File: src/rtl/rsa_pkg.sv
// Shared types and default sizes for the sequential modular exponentiator.
package rsa_pkg;

  typedef enum logic [2:0] {
    IDLE = 3'd0,
    LOAD = 3'd1,
    MUL  = 3'd2,
    SQR  = 3'd3,
    FIN  = 3'd4
  } modexp_state_t;

  localparam int DEFAULT_WIDTH     = 32;
  localparam int DEFAULT_EXP_WIDTH = 32;

endpackage

File: src/rtl/modmul_seq.sv
// Sequential interleaved shift-add modular multiplier: p = a*b mod m, one
// multiplier bit per cycle, MSB first. Inputs must satisfy a, b < m.
module modmul_seq
  import rsa_pkg::*;
#(
  parameter int WIDTH = DEFAULT_WIDTH
) (
  input  logic             Clk,
  input  logic             Reset,
  input  logic             start,
  input  logic [WIDTH-1:0] a,
  input  logic [WIDTH-1:0] b,
  input  logic [WIDTH-1:0] m,
  output logic             done,
  output logic [WIDTH-1:0] p
);

  localparam int CW = $clog2(WIDTH + 1);

  logic [WIDTH-1:0] a_sh;
  logic [WIDTH-1:0] b_q;
  logic [WIDTH-1:0] m_q;
  logic [WIDTH+1:0] acc;
  logic [WIDTH+1:0] m_ext;
  logic [WIDTH+1:0] sum;
  logic [WIDTH+1:0] red1;
  logic [WIDTH+1:0] red2;
  logic [CW-1:0]    cnt;
  logic             running;

  // One iteration: 2p + (a_i ? b : 0) stays below 3m, so two conditional subtracts suffice.
  always_comb begin
    m_ext = {2'b00, m_q};
    sum   = (acc << 1) + (a_sh[WIDTH-1] ? {2'b00, b_q} : {(WIDTH+2){1'b0}});
    red1  = (sum >= m_ext) ? (sum - m_ext) : sum;
    red2  = (red1 >= m_ext) ? (red1 - m_ext) : red1;
  end

  // Capture operands on start, then iterate WIDTH times and pulse done.
  always_ff @(posedge Clk) begin
    if (Reset) begin
      a_sh    <= {WIDTH{1'b0}};
      b_q     <= {WIDTH{1'b0}};
      m_q     <= {WIDTH{1'b0}};
      acc     <= {(WIDTH+2){1'b0}};
      cnt     <= {CW{1'b0}};
      running <= 1'b0;
      done    <= 1'b0;
    end else if (start && !running) begin
      a_sh    <= a;
      b_q     <= b;
      m_q     <= m;
      acc     <= {(WIDTH+2){1'b0}};
      cnt     <= CW'(WIDTH);
      running <= 1'b1;
      done    <= 1'b0;
    end else if (running) begin
      acc     <= red2;
      a_sh    <= a_sh << 1;
      cnt     <= cnt - CW'(1);
      running <= (cnt != CW'(1));
      done    <= (cnt == CW'(1));
    end else begin
      done    <= 1'b0;
    end
  end

  assign p = acc[WIDTH-1:0];

endmodule

File: src/rtl/modexp_seq.sv
// Constant-time right-to-left square-and-multiply modular exponentiation
// built around a single time-shared sequential modular multiplier.
module modexp_seq
  import rsa_pkg::*;
#(
  parameter int WIDTH     = DEFAULT_WIDTH,
  parameter int EXP_WIDTH = DEFAULT_EXP_WIDTH
) (
  input  logic                 Clk,
  input  logic                 Reset,
  input  logic                 start,
  input  logic [WIDTH-1:0]     base,
  input  logic [EXP_WIDTH-1:0] exponent,
  input  logic [WIDTH-1:0]     modulus,
  output logic                 busy,
  output logic                 done,
  output logic                 err,
  output logic [WIDTH-1:0]     result
);

  localparam int BW = $clog2(EXP_WIDTH + 1);
  localparam logic [WIDTH-1:0] ZERO = {WIDTH{1'b0}};
  localparam logic [WIDTH-1:0] ONE  = {{(WIDTH-1){1'b0}}, 1'b1};

  modexp_state_t state;
  modexp_state_t state_next;

  logic [WIDTH-1:0]     m_q;
  logic [WIDTH-1:0]     b_q;
  logic [WIDTH-1:0]     acc;
  logic [EXP_WIDTH-1:0] e_q;
  logic [BW-1:0]        bitcnt;
  logic                 op_err;

  logic                 accept;
  logic                 load_err;
  logic                 last_bit;
  logic [WIDTH-1:0]     acc_init;

  logic                 mm_start;
  logic                 mm_done;
  logic [WIDTH-1:0]     mm_a;
  logic [WIDTH-1:0]     mm_b;
  logic [WIDTH-1:0]     mm_p;

  // The done cycle still counts as busy, so a new request is taken one cycle later.
  assign accept   = (state == IDLE) && start && !busy;
  assign load_err = (m_q == ZERO) || (b_q >= m_q);
  assign acc_init = (m_q == ONE) ? ZERO : ONE;
  assign last_bit = (bitcnt == BW'(EXP_WIDTH - 1));

  modmul_seq #(.WIDTH(WIDTH)) u_modmul (
    .Clk   (Clk),
    .Reset (Reset),
    .start (mm_start),
    .a     (mm_a),
    .b     (mm_b),
    .m     (m_q),
    .done  (mm_done),
    .p     (mm_p)
  );

  // Next-state logic; each multiply is launched in the cycle that finishes the previous
  // one, feeding fresh results straight in, so every MUL/SQR phase is WIDTH+1 cycles.
  always_comb begin
    state_next = state;
    mm_start   = 1'b0;
    mm_a       = acc;
    mm_b       = b_q;
    case (state)
      IDLE: begin
        if (accept) begin
          state_next = LOAD;
        end else begin
          state_next = IDLE;
        end
      end
      LOAD: begin
        if (load_err) begin
          state_next = FIN;
        end else begin
          state_next = MUL;
          mm_start   = 1'b1;
          mm_a       = acc_init;
          mm_b       = b_q;
        end
      end
      MUL: begin
        if (mm_done) begin
          state_next = SQR;
          mm_start   = 1'b1;
          mm_a       = b_q;
          mm_b       = b_q;
        end else begin
          state_next = MUL;
        end
      end
      SQR: begin
        if (mm_done && last_bit) begin
          state_next = FIN;
        end else if (mm_done) begin
          state_next = MUL;
          mm_start   = 1'b1;
          mm_a       = acc;
          mm_b       = mm_p;
        end else begin
          state_next = SQR;
        end
      end
      FIN: begin
        state_next = IDLE;
      end
      default: begin
        state_next = IDLE;
      end
    endcase
  end

  // State register.
  always_ff @(posedge Clk) begin
    if (Reset) begin
      state <= IDLE;
    end else begin
      state <= state_next;
    end
  end

  // Operand capture and exponentiation datapath.
  always_ff @(posedge Clk) begin
    if (Reset) begin
      m_q    <= ZERO;
      b_q    <= ZERO;
      acc    <= ZERO;
      e_q    <= {EXP_WIDTH{1'b0}};
      bitcnt <= {BW{1'b0}};
      op_err <= 1'b0;
    end else begin
      case (state)
        IDLE: begin
          if (accept) begin
            m_q    <= modulus;
            b_q    <= base;
            e_q    <= exponent;
            op_err <= 1'b0;
          end
        end
        LOAD: begin
          bitcnt <= {BW{1'b0}};
          op_err <= load_err;
          acc    <= load_err ? ZERO : acc_init;
        end
        MUL: begin
          if (mm_done && e_q[0]) begin
            acc <= mm_p;
          end
        end
        SQR: begin
          if (mm_done) begin
            b_q    <= mm_p;
            e_q    <= e_q >> 1;
            bitcnt <= bitcnt + BW'(1);
          end
        end
        default: begin
        end
      endcase
    end
  end

  // Registered handshake and result outputs.
  always_ff @(posedge Clk) begin
    if (Reset) begin
      busy   <= 1'b0;
      done   <= 1'b0;
      err    <= 1'b0;
      result <= ZERO;
    end else begin
      done <= (state == FIN);
      if (state == FIN) begin
        result <= acc;
        err    <= op_err;
      end
      if (accept) begin
        busy <= 1'b1;
      end else if (done) begin
        busy <= 1'b0;
      end
    end
  end

endmodule

File: config.mk
export PLATFORM = sky130hd
export DESIGN_NAME = modexp_seq
export DESIGN_NICKNAME = d
export VERILOG_FILES = /design/src/rtl/rsa_pkg.sv /design/src/rtl/modmul_seq.sv /design/src/rtl/modexp_seq.sv
export SDC_FILE = /design/constraint.sdc
export NUM_CORES = 1
export LEC_CHECK = 0
export BUFFER_PORTS_ARGS = -buffer_cell sky130_fd_sc_hd__buf_2
export CELL_PAD_IN_SITES_DETAIL_PLACEMENT = 1
export CELL_PAD_IN_SITES_GLOBAL_PLACEMENT = 2
export CORE_MARGIN = 1.5
export CORE_UTILIZATION = 37
export CTS_BUF_LIST = sky130_fd_sc_hd__clkbuf_8
export DETAILED_ROUTE_END_ITERATION = 8
export PLACE_DENSITY_LB_ADDON = 0.25
export SETUP_SLACK_MARGIN = 0.4
export SYNTH_ARGS = -nofsm -noshare
export SYNTH_HDL_FRONTEND = slang
export SYNTH_SLANG_ARGS = --single-unit
File: constraint.sdc
create_clock -name Clk -period 8.25 [get_ports Clk]
set_input_delay 1.65 -clock Clk [delete_from_list [all_inputs] [get_ports Clk]]
set_output_delay 1.65 -clock Clk [all_outputs]
set_load 0.01 [all_outputs]
==> results.json, run 1 <==
{
  "synth_top_family_by_area": "compound AO/OA/AOI/OAI gates",
  "period_share": 0.930,
  "coreArea_um2": 52600,
  "synth_area_um2": 19600,
  "grt_pass1_vias": 19400,
  "worst_r2r_startpoint": "u_modmul.a_sh[31]",
  "rsz0062_at_grt": "no",
  "synth_compound_gate_area_share": 0.250,
  "area_growth_pct": 19.5,
  "cts_hold_buffers": 0,
  "status": "finished, final reports clean",
  "fin_ws_ps": 576,
  "ys_async_sr_fraction": 0,
  "drt_iter0_drc": 1253,
  "start_kind": "flip-flop",
  "worst_pin_slew_ps": 1200,
  "synth_flop_cell": "dfxtp_1",
  "synth_most_common_cell": "nand2_1",
  "timing.fmax_ghz": 0.130,
  "hpwlAfterDp_mm": 54.3,
  "syn_inst": 2640,
  "num_vias": 19800,
  "fin_nets": 3010,
  "wire_per_inst_um": 21.2,
  "yosys.area.top_type": "dfxtp_1",
  "grt-ovfl-total": 0,
  "die_w_um": 233,
  "ys.warnings.count": 0,
  "pre_cts_ws_ps": -206,
  "synthMuxAreaShare": 0.0368,
  "globalplace.congestion": 0.905,
  "die_h_um": 233,
  "clk_latency_ps": 650,
  "yosysSeqAreaShare": 0.316,
  "die-area_um2": 54500,
  "yosys.area_share.simple": 0.219,
  "firstDrtPassIters": 5,
  "arrival_ps": 8160,
  "synth-xor-area-share": 0.0384,
  "antenna_left": 0,
  "fin_skew_ps": 20.5,
  "maxSlewHeadroom": 0.195,
  "synth.avg_cell_area_um2": 7.44,
  "synth_area_leaders": "dfxtp_1 (32%), nand2_1 (10%), a21oi_1 (8.6%), ha_1 (8.3%), nor2_1 (3.6%)",
  "std_cell_rows": 84,
  "end_kind": "flip-flop",
  "clkSinkCount": 310,
  "drive_above_1_share": 0.174,
  "fin_crit_ps": 7670,
  "cts_made_buffers": 56,
  "hold_start": "u_modmul.b_q[10]",
  "grt_max_degree": 84,
  "post-route-drc-count": 0,
  "finalHoldViolCount": 0,
  "start_util": 0.374,
  "critical_path_required_ps": 8740,
  "critical_path.max_fanout": 8,
  "ctsHtreeMaxLevel": 2,
  "crit_start": "u_modmul.a_sh[31]",
  "portBuffers": 133,
  "finalSetupViolCount": 0,
  "synth_commonest_cells": "nand2_1 (527), a21oi_1 (339), dfxtp_1 (310)",
  "worst-setup-path-type": "flip-flop to flip-flop",
  "antenna_found_initial": 0,
  "ios": 134,
  "synth_edf_count": 0,
  "cts_tree": "built",
  "ys_seq_elements": 310,
  "synthAdderAreaFrac": 0.0859,
  "insertedDiodeCount": 0,
  "grt_pass1_wl_mm": 112,
  "totalWireLength_mm": 74.4,
  "max-cap-violations": 0,
  "syn_nets": 2872,
  "path_clk_slew_ps": 60,
  "clock_tree.root_cell": "clkbuf_8",
  "viasPerCell": 5.65,
  "slowest_delay_ps": 400,
  "cts_buffer_depth": 3,
  "drv_slew": 0,
  "cpMaxStageDelayCell": "ha_2",
  "ys_types": 75,
  "worstHoldPathType": "flip-flop to flip-flop",
  "grtUsageTotal": 0.262,
  "whs_ps": 448,
  "synth_top_area_share": 0.316
}
==> worst paths after layout <==
kind	to	slack, ps	cells after the start
worst min register to register	u_modmul.b_q[10]	450	2
worst max register to register	u_modmul.acc[23]	580	35
worst min-delay path	u_modmul.b_q[10]	450	2
worst max-delay path	u_modmul.acc[23]	580	35
==> flip-flops by register name, summed over array words and instances (netlist names) <==
register          cells
u_modmul.a_sh        32
acc                  32
u_modmul.acc         33
b_q                  32
err                   1
u_modmul.cnt          6
u_modmul.m_q         32
e_q                  32
u_modmul.running      1
bitcnt                6
m_q                  32
busy                  1
u_modmul.done         1
state                 3
op_err                1
done                  1
result               32
u_modmul.b_q         32
==> metal layers <==
| metal | up-vias | GRT usage | part of all wire |
|---|---|---|---|
| met1 | 9649 | 0.391 | 0.50 |
| met2 | 440 | 0.401 | 0.44 |
| li1 | 9596 | - | - |
| met5 | - | 0 | 0 |
| met4 | 0 | 0.0553 | 0.021 |
| met3 | 97 | 0.0281 | 0.041 |
==> final cells by class <==
| class | instances | area, µm² |
|---|---|---|
| Inverter | 100 | 375 |
| Multi-Input combinational cell | 2055 | 13200 |
| Tap cell | 688 | 861 |
| Fill cell | 6532 | 29100 |
| Sequential cell | 310 | 6210 |
| Clock buffer | 73 | 1000 |
| Clock inverter | 23 | 130 |
| Timing Repair Buffer | 255 | 1680 |
==> cells in the final DEF (no fill, tap or decap), types with 34 or more instances in the layout <==
cell type / synthesis / layout
and3_1: 46 / 45
xnor2_1: 58 / 46
a21oi_1: 339 / 318
buf_4: 3 / 113
clkbuf_8: 0 / 74
o21ai_0: 112 / 97
inv_1: 100 / 113
nand3_1: 60 / 58
a311oi_1: 37 / 35
nand2_1: 527 / 522
a22oi_1: 34 / 34
a21o_1: 36 / 36
o211ai_1: 42 / 42
dfxtp_1: 310 / 307
ha_1: 130 / 97
a211oi_1: 45 / 40
mux2i_1: 57 / 57
buf_2: 9 / 132
nor2_1: 186 / 184
==> cell families (layout without fill, tap and decap cells) <==
group	after synthesis	after routing
AOI/OAI and AO/OA	784	784
adders and majority gates	133	133
muxes	70	70
xor gates and xnor gates	86	86
and+or+nand+nor	982	982
buffers and inverters	275	451
DFF	310	310
==> metrics by stage <==
step	cells	util	area [µm²]	TNS, ps
4_1_cts	3455	0.427	22400	0
2_1_floorplan	2640	-	19600	0
5_1_grt	3504	0.446	23500	0
3_3_place_gp	3357	0.402	21100	-19.7
3_5_place_dp	3357	0.402	21100	-400
6_report	3504	0.446	23500	0
==> worst max-delay path: cells and delay by family, from the launching register on <==
| family | cells | cell delay, ps |
|---|---|---|
| adders and majority gates | 4 | 1170 |
| DFF | 1 | 340 |
| buffers and inverters | 4 | 670 |
| xor gates and xnor gates | 1 | 300 |
| and+or+nand+nor | 11 | 1750 |
| muxes | 1 | 180 |
| AOI/OAI and AO/OA | 14 | 3080 |
==> what timing repair did <==
item	CTS	global route
endpoints found under the setup margin	33	33
gates resized for setup	37	125
pin swaps	5	51
buffers inserted	2	45
gates cloned	0	4
Power of run 1 is left out: the tool's default activity adds up to more than one toggle a clock period on the data nets, which glitch-free logic cannot reach.
==> inputs of run 2 (changes only) <==
--- a/config.mk
+++ b/config.mk
@@ -9,8 +9,7 @@
 export CELL_PAD_IN_SITES_DETAIL_PLACEMENT = 1
 export CELL_PAD_IN_SITES_GLOBAL_PLACEMENT = 2
 export CORE_MARGIN = 1.5
-export CORE_UTILIZATION = 37
-export CTS_BUF_LIST = sky130_fd_sc_hd__clkbuf_8
+export CORE_UTILIZATION = 36
 export DETAILED_ROUTE_END_ITERATION = 8
 export PLACE_DENSITY_LB_ADDON = 0.25
 export SETUP_SLACK_MARGIN = 0.4
==> run 2 against run 1 <==
Sequential share of layout area is 0.20 points lower. Flip-flop and latch count unchanged. Utilization shrank 0.78 points. Final cell count fell by 0.51%. Critical path type unchanged. Global-route usage decreased by 0.76 points.
==> results.json, run 2 (same netlist as run 1, synthesis figures left out) <==
{
  "largest-register": "u_modmul.acc",
  "coreArea_um2": 53900,
  "globalplace.congestion": 0.894,
  "worstHoldPathType": "flip-flop to flip-flop",
  "maxSlewHeadroom": 0.231,
  "drv_slew": 0,
  "ios": 134,
  "stdcell_count": 3486,
  "rsz0062_at_grt": "yes",
  "firstDrtPassIters": 5,
  "fin_ws_ps": 547,
  "cpMaxStageDelayCell": "or4b_4",
  "std_cell_rows": 85,
  "cts_tree": "built",
  "cts_hold_buffers": 0,
  "fin_skew_ps": 15.7,
  "ctsHtreeMaxLevel": 2,
  "clock_tree.root_cell": "clkbuf_16",
  "worst_pin_slew_ps": 1150,
  "r2r_cells": 34,
  "die_w_um": 237,
  "wire_per_inst_um": 20.9,
  "viasPerCell": 5.60,
  "grt_pass1_vias": 19600,
  "slowest_delay_ps": 530,
  "grt_pass1_wl_mm": 113,
  "grtUsageTotal": 0.254,
  "worst-setup-path-type": "flip-flop to flip-flop",
  "critical_path_required_ps": 8740,
  "grt_max_degree": 169,
  "status": "finished, final reports clean",
  "clkSinkCount": 310,
  "path_common_cell": "a21o_1",
  "start_kind": "flip-flop",
  "start_util": 0.364,
  "fin_crit_ps": 7700,
  "max-cap-violations": 0,
  "layout_common_cells": "nand2_1 (525), a21oi_1 (323), dfxtp_1 (307)",
  "portBuffers": 133,
  "clk_latency_ps": 560,
  "pre_cts_ws_ps": -99.3,
  "num_vias": 19500,
  "critical_path.max_fanout": 13,
  "antenna_left": 0,
  "finalSetupViolCount": 0,
  "grt-ovfl-total": 0,
  "hpwlAfterDp_mm": 54.0,
  "drt_iter0_drc": 1077,
  "largest_reg_flops": 33,
  "timing.fmax_ghz": 0.130,
  "arrival_ps": 8190,
  "path_clk_slew_ps": 60,
  "mostFrequentLayoutCell": "nand2_1",
  "insertedDiodeCount": 0,
  "end_kind": "flip-flop",
  "fin_nets": 2994,
  "tns_ps": 0,
  "placed_area_um2": 21300,
  "finalHoldViolCount": 0,
  "drive_above_1_share": 0.170,
  "cts_buffer_depth": 3,
  "post-route-drc-count": 0,
  "cts_made_buffers": 37,
  "die-area_um2": 56000,
  "area_growth_pct": 20.4,
  "totalWireLength_mm": 73.0,
  "dpl.cell_count": 3385,
  "final_cell_area_um2": 23700,
  "period_share": 0.934,
  "antenna_found_initial": 1,
  "die_h_um": 237,
  "min_path_cells": 2
}
run 2: cell count changes in the layout (fill, tap and decap cells not counted), moves of 5 or more:
cell / before / now
a21oi_1: 318 / 323
ha_4: 21 / 11
ha_1: 97 / 102
clkbuf_8: 74 / 5
mux2i_1: 57 / 47
clkbuf_1: 0 / 8
bufinv_16: 1 / 7
clkbuf_16: 2 / 43
inv_1: 113 / 99
mux2i_2: 1 / 8
ha_2: 12 / 17
run 2: worst max-delay path: cells and delay by family, from the launching register on:
kind	cells	cell delay, ps
simple gates	12	2450
compound gates	14	2780
flops	1	370
mux	1	280
fa+ha+maj	3	920
buf+inv	3	490
xor+xnor	1	300
run 2: worst paths after layout:
path / slack [ps] / start / end
max: 550 / u_modmul.a_sh[31] / u_modmul.acc[0]
min: 450 / u_modmul.b_q[8] / u_modmul.b_q[8]
max reg2reg: 550 / u_modmul.a_sh[31] / u_modmul.acc[0]
min reg2reg: 450 / u_modmul.b_q[8] / u_modmul.b_q[8]
run 2: timing repair:
item	CTS	global route
cloned	0	4
pin swaps	5	46
endpoints found under the setup margin	33	33
hold endpoints to repair	0	0
gates resized for setup	21	138
setup buffers	1	29
run 2: metal layers:
| layer | global-route usage | up-vias | wire (µm) |
|---|---|---|---|
| met4 | 0.0732 | 0 | 1700 |
| met2 | 0.388 | 312 | 31600 |
| li1 | - | 9557 | - |
| met1 | 0.376 | 9571 | 37300 |
| met5 | 0 | - | 0 |
| met3 | 0.0248 | 77 | 2420 |
run 2: stage by stage:
step / hold slack, ps / util
after floorplan: 427 / -
after global placement: 438 / 0.395
after detailed placement: 444 / 0.395
after CTS: 452 / 0.421
after global routing: 466 / 0.439
final: 448 / 0.439
run 2: final cells by class:
cell class | count | area [µm²]
Fill cell | 6588 | 30300
Clock inverter | 16 | 259
Sequential cell | 310 | 6210
Tap cell | 696 | 871
Multi-Input combinational cell | 2055 | 13100
Inverter | 100 | 375
Timing Repair Buffer | 258 | 1760
Clock buffer | 51 | 1060
Power of run 2 is left out for the same reason.
==> inputs of run 3 (changes only) <==
--- a/config.mk
+++ b/config.mk
@@ -9,10 +9,11 @@
 export CELL_PAD_IN_SITES_DETAIL_PLACEMENT = 1
 export CELL_PAD_IN_SITES_GLOBAL_PLACEMENT = 2
 export CORE_MARGIN = 1.5
-export CORE_UTILIZATION = 36
+export CORE_UTILIZATION = 37
 export DETAILED_ROUTE_END_ITERATION = 8
 export PLACE_DENSITY_LB_ADDON = 0.25
 export SETUP_SLACK_MARGIN = 0.4
 export SYNTH_ARGS = -nofsm -noshare
 export SYNTH_HDL_FRONTEND = slang
+export SYNTH_HIERARCHICAL = 1
 export SYNTH_SLANG_ARGS = --single-unit
==> run 3 against run 2 <==
Synthesized cell count shrank 3.6%. Setup slack lost 84 ps. Clock skew grew 11 ps. Non-clock buffer count shrank 40. Utilization is essentially flat. Via count shrank 3.5%. Maximum frequency shrank 1.1%. Critical path depth grew 1. Flip-flop and latch count is the same. Critical endpoint is now u_modmul/acc[7].
==> results.json, run 3 <==
{
  "end_kind": "flip-flop",
  "finalPower_uw": 10100,
  "seqCellArea_um2": 6210,
  "fin_crit_ps": 7790,
  "synth_area_um2": 19700,
  "netSwitchingPower_uw": 4710,
  "antenna_found_initial": 2,
  "arrival_ps": 8210,
  "power_density_nw_per_um2": 437,
  "path_common_cell": "a21o_1",
  "slowest_delay_ps": 530,
  "placed_area_um2": 20800,
  "drive_above_1_share": 0.179,
  "yosysSeqAreaShare": 0.315,
  "ys.warnings.count": 6,
  "start_kind": "flip-flop",
  "synth.avg_cell_area_um2": 7.74,
  "status": "finished, final reports clean",
  "mostFrequentLayoutCell": "nand2_1",
  "max-cap-violations": 0,
  "worst-setup-path-type": "flip-flop to flip-flop",
  "tns_ps": 0,
  "layout_common_cells": "nand2_1 (451), dfxtp_1 (308), a21oi_1 (277)",
  "ys_seq_elements": 310,
  "rsz0062_at_grt": "yes",
  "clk_latency_ps": 560,
  "worstHoldPathType": "flip-flop to flip-flop",
  "cts_buffer_depth": 3,
  "portBuffers": 133,
  "r2r_cells": 35,
  "whs_ps": 451,
  "grt-ovfl-total": 0,
  "grt_max_degree": 100,
  "fin_skew_ps": 27.2,
  "finalSetupViolCount": 0,
  "std_cell_rows": 84,
  "area_growth_pct": 17.0,
  "synth_most_common_cell": "nand2_1",
  "finalHoldViolCount": 0,
  "routed-wl-met3_mm": 2.92,
  "ctsHtreeMaxLevel": 2,
  "clkPwrFrac": 0.162,
  "switching_share": 0.467,
  "synth_edf_count": 0,
  "post-route-drc-count": 0,
  "die-area_um2": 54700,
  "pre_cts_ws_ps": -264,
  "critical_path.max_fanout": 16,
  "fillers": 6429,
  "drt_iter0_drc": 1001,
  "cts_hold_buffers": 0,
  "highest_layer": "met5",
  "cpMaxStageDelayCell": "o41ai_4",
  "coreArea_um2": 52600,
  "clock_tree.root_cell": "clkbuf_16",
  "clkSinkCount": 310,
  "drv_slew": 0,
  "timing.fmax_ghz": 0.128,
  "grtUsageTotal": 0.260,
  "fin_nets": 2853,
  "power.internal_uw": 5370,
  "die_h_um": 234,
  "multi_input_area_um2": 13000,
  "largest_reg_flops": 33,
  "cts_made_buffers": 36,
  "period_share": 0.944,
  "cts_tree": "built",
  "globalplace.congestion": 0.912,
  "routed-wl-met2_mm": 33.1,
  "synth_top_area_share": 0.315,
  "fin_ws_ps": 463,
  "grt_pass1_wl_mm": 111,
  "worst_pin_slew_ps": 1070,
  "largest-register": "u_modmul/acc",
  "critical_path_required_ps": 8680,
  "antenna_left": 0,
  "final_cell_area_um2": 23100,
  "totalWireLength_mm": 73.2,
  "pwr-share-comb": 0.662,
  "syn_nets": 2777,
  "m1WireLength_mm": 35.5,
  "vdd_drop_max_mv": 0.224,
  "grt_pass1_vias": 19000,
  "hpwlAfterDp_mm": 54.4,
  "ios": 134,
  "p_seq_frac": 0.176,
  "ys_types": 87,
  "viasPerCell": 5.65,
  "yosys.area.top_type": "dfxtp_1",
  "start_util": 0.375,
  "min_path_cells": 2,
  "synth_commonest_cells": "nand2_1 (458), dfxtp_1 (310), a21oi_1 (299)",
  "path_clk_slew_ps": 60,
  "syn_inst": 2545,
  "ys_async_sr_fraction": 0,
  "power_leakage_uw": 0.00929,
  "num_vias": 18800,
  "synth_flop_cell": "dfxtp_1",
  "die_w_um": 234,
  "maxSlewHeadroom": 0.284,
  "firstDrtPassIters": 5,
  "synth_area_leaders": "dfxtp_1 (31%), nand2_1 (8.7%), ha_1 (8.3%), a21oi_1 (7.6%), nor2_1 (3.9%)",
  "wire_per_inst_um": 22.0
}
run 3: cell types whose count changed after synthesis, sizes merged, moves of 30 or more:
cell and change:
nand2 -69, buf +52, clkbuf -47, mux2 +47
o21ai -43, nor3 +40, a21oi -37, a22oi -33
o22ai +30
run 3: final timing paths:
path                     startpoint          endpoint  slack (ps)
setup / recovery  u_modmul/a_sh[31]   u_modmul/acc[7]         460
hold / removal     u_modmul/b_q[15]  u_modmul/b_q[15]         450
setup reg to reg  u_modmul/a_sh[31]   u_modmul/acc[7]         460
hold reg to reg    u_modmul/b_q[15]  u_modmul/b_q[15]         450
run 3: power groups by stage:
stage | Sequential (µW) | Clock [µW] | Combinational [µW]
after floorplan | 1730 | 0 | 4470
after global placement | 1800 | 0 | 6010
after detailed placement | 1800 | 0 | 6040
after CTS | 1770 | 1680 | 6210
after global routing | 1790 | 1730 | 7160
final | 1780 | 1630 | 6680
run 3: metrics by stage:
stage | instances | utilization
after CTS | 3306 | 0.422
after detailed placement | 3236 | 0.396
after global routing | 3332 | 0.439
after global placement | 3236 | 0.396
final | 3333 | 0.439
after floorplan | 2545 | -
run 3: what timing repair did:
action,CTS,global route
endpoints found under the setup margin,33,33
setup buffers,9,23
pin swaps,14,32
cloned,0,3
resized for setup,25,133
run 3: cell type report:
class                   instances  area share
diodes                          1    0.000108
clock buffers                  52      0.0447
clock inverters                 9     0.00597
inverters                      93      0.0151
multi-input cells            1962       0.565
flip-flops and latches        310       0.269
well taps                     688      0.0373
repair buffers                218      0.0623
run 3: layer usage:
| layer | vias up | track usage |
|---|---|---|
| met2 | 344 | 0.413 |
| met5 | - | 0 |
| li1 | 9089 | - |
| met4 | 2 | 0.0673 |
| met1 | 9303 | 0.370 |
| met3 | 87 | 0.0327 |
run 3: critical path: cells and delay by family (launching register included):
kind / cells / cell delay [ps]
flip-flops: 1 / 390
AND/OR/NAND/NOR: 8 / 1440
XOR/XNOR: 1 / 360
multiplexers: 1 / 330
adder cells (fa/ha/maj): 4 / 1070
buffers and inverters: 5 / 710
AO/OA/AOI/OAI: 16 / 3350
run 3: cells by family after synthesis:
kind of cell    Yosys count  synth area share
simple gates            984             0.226
flops                   310             0.315
xor+xnor                 89            0.0399
compound gates          662             0.216
buf+inv                 273            0.0627
fa+ha+maj               133            0.0856
mux                      94            0.0549
(Power assumes the default switching activity.)
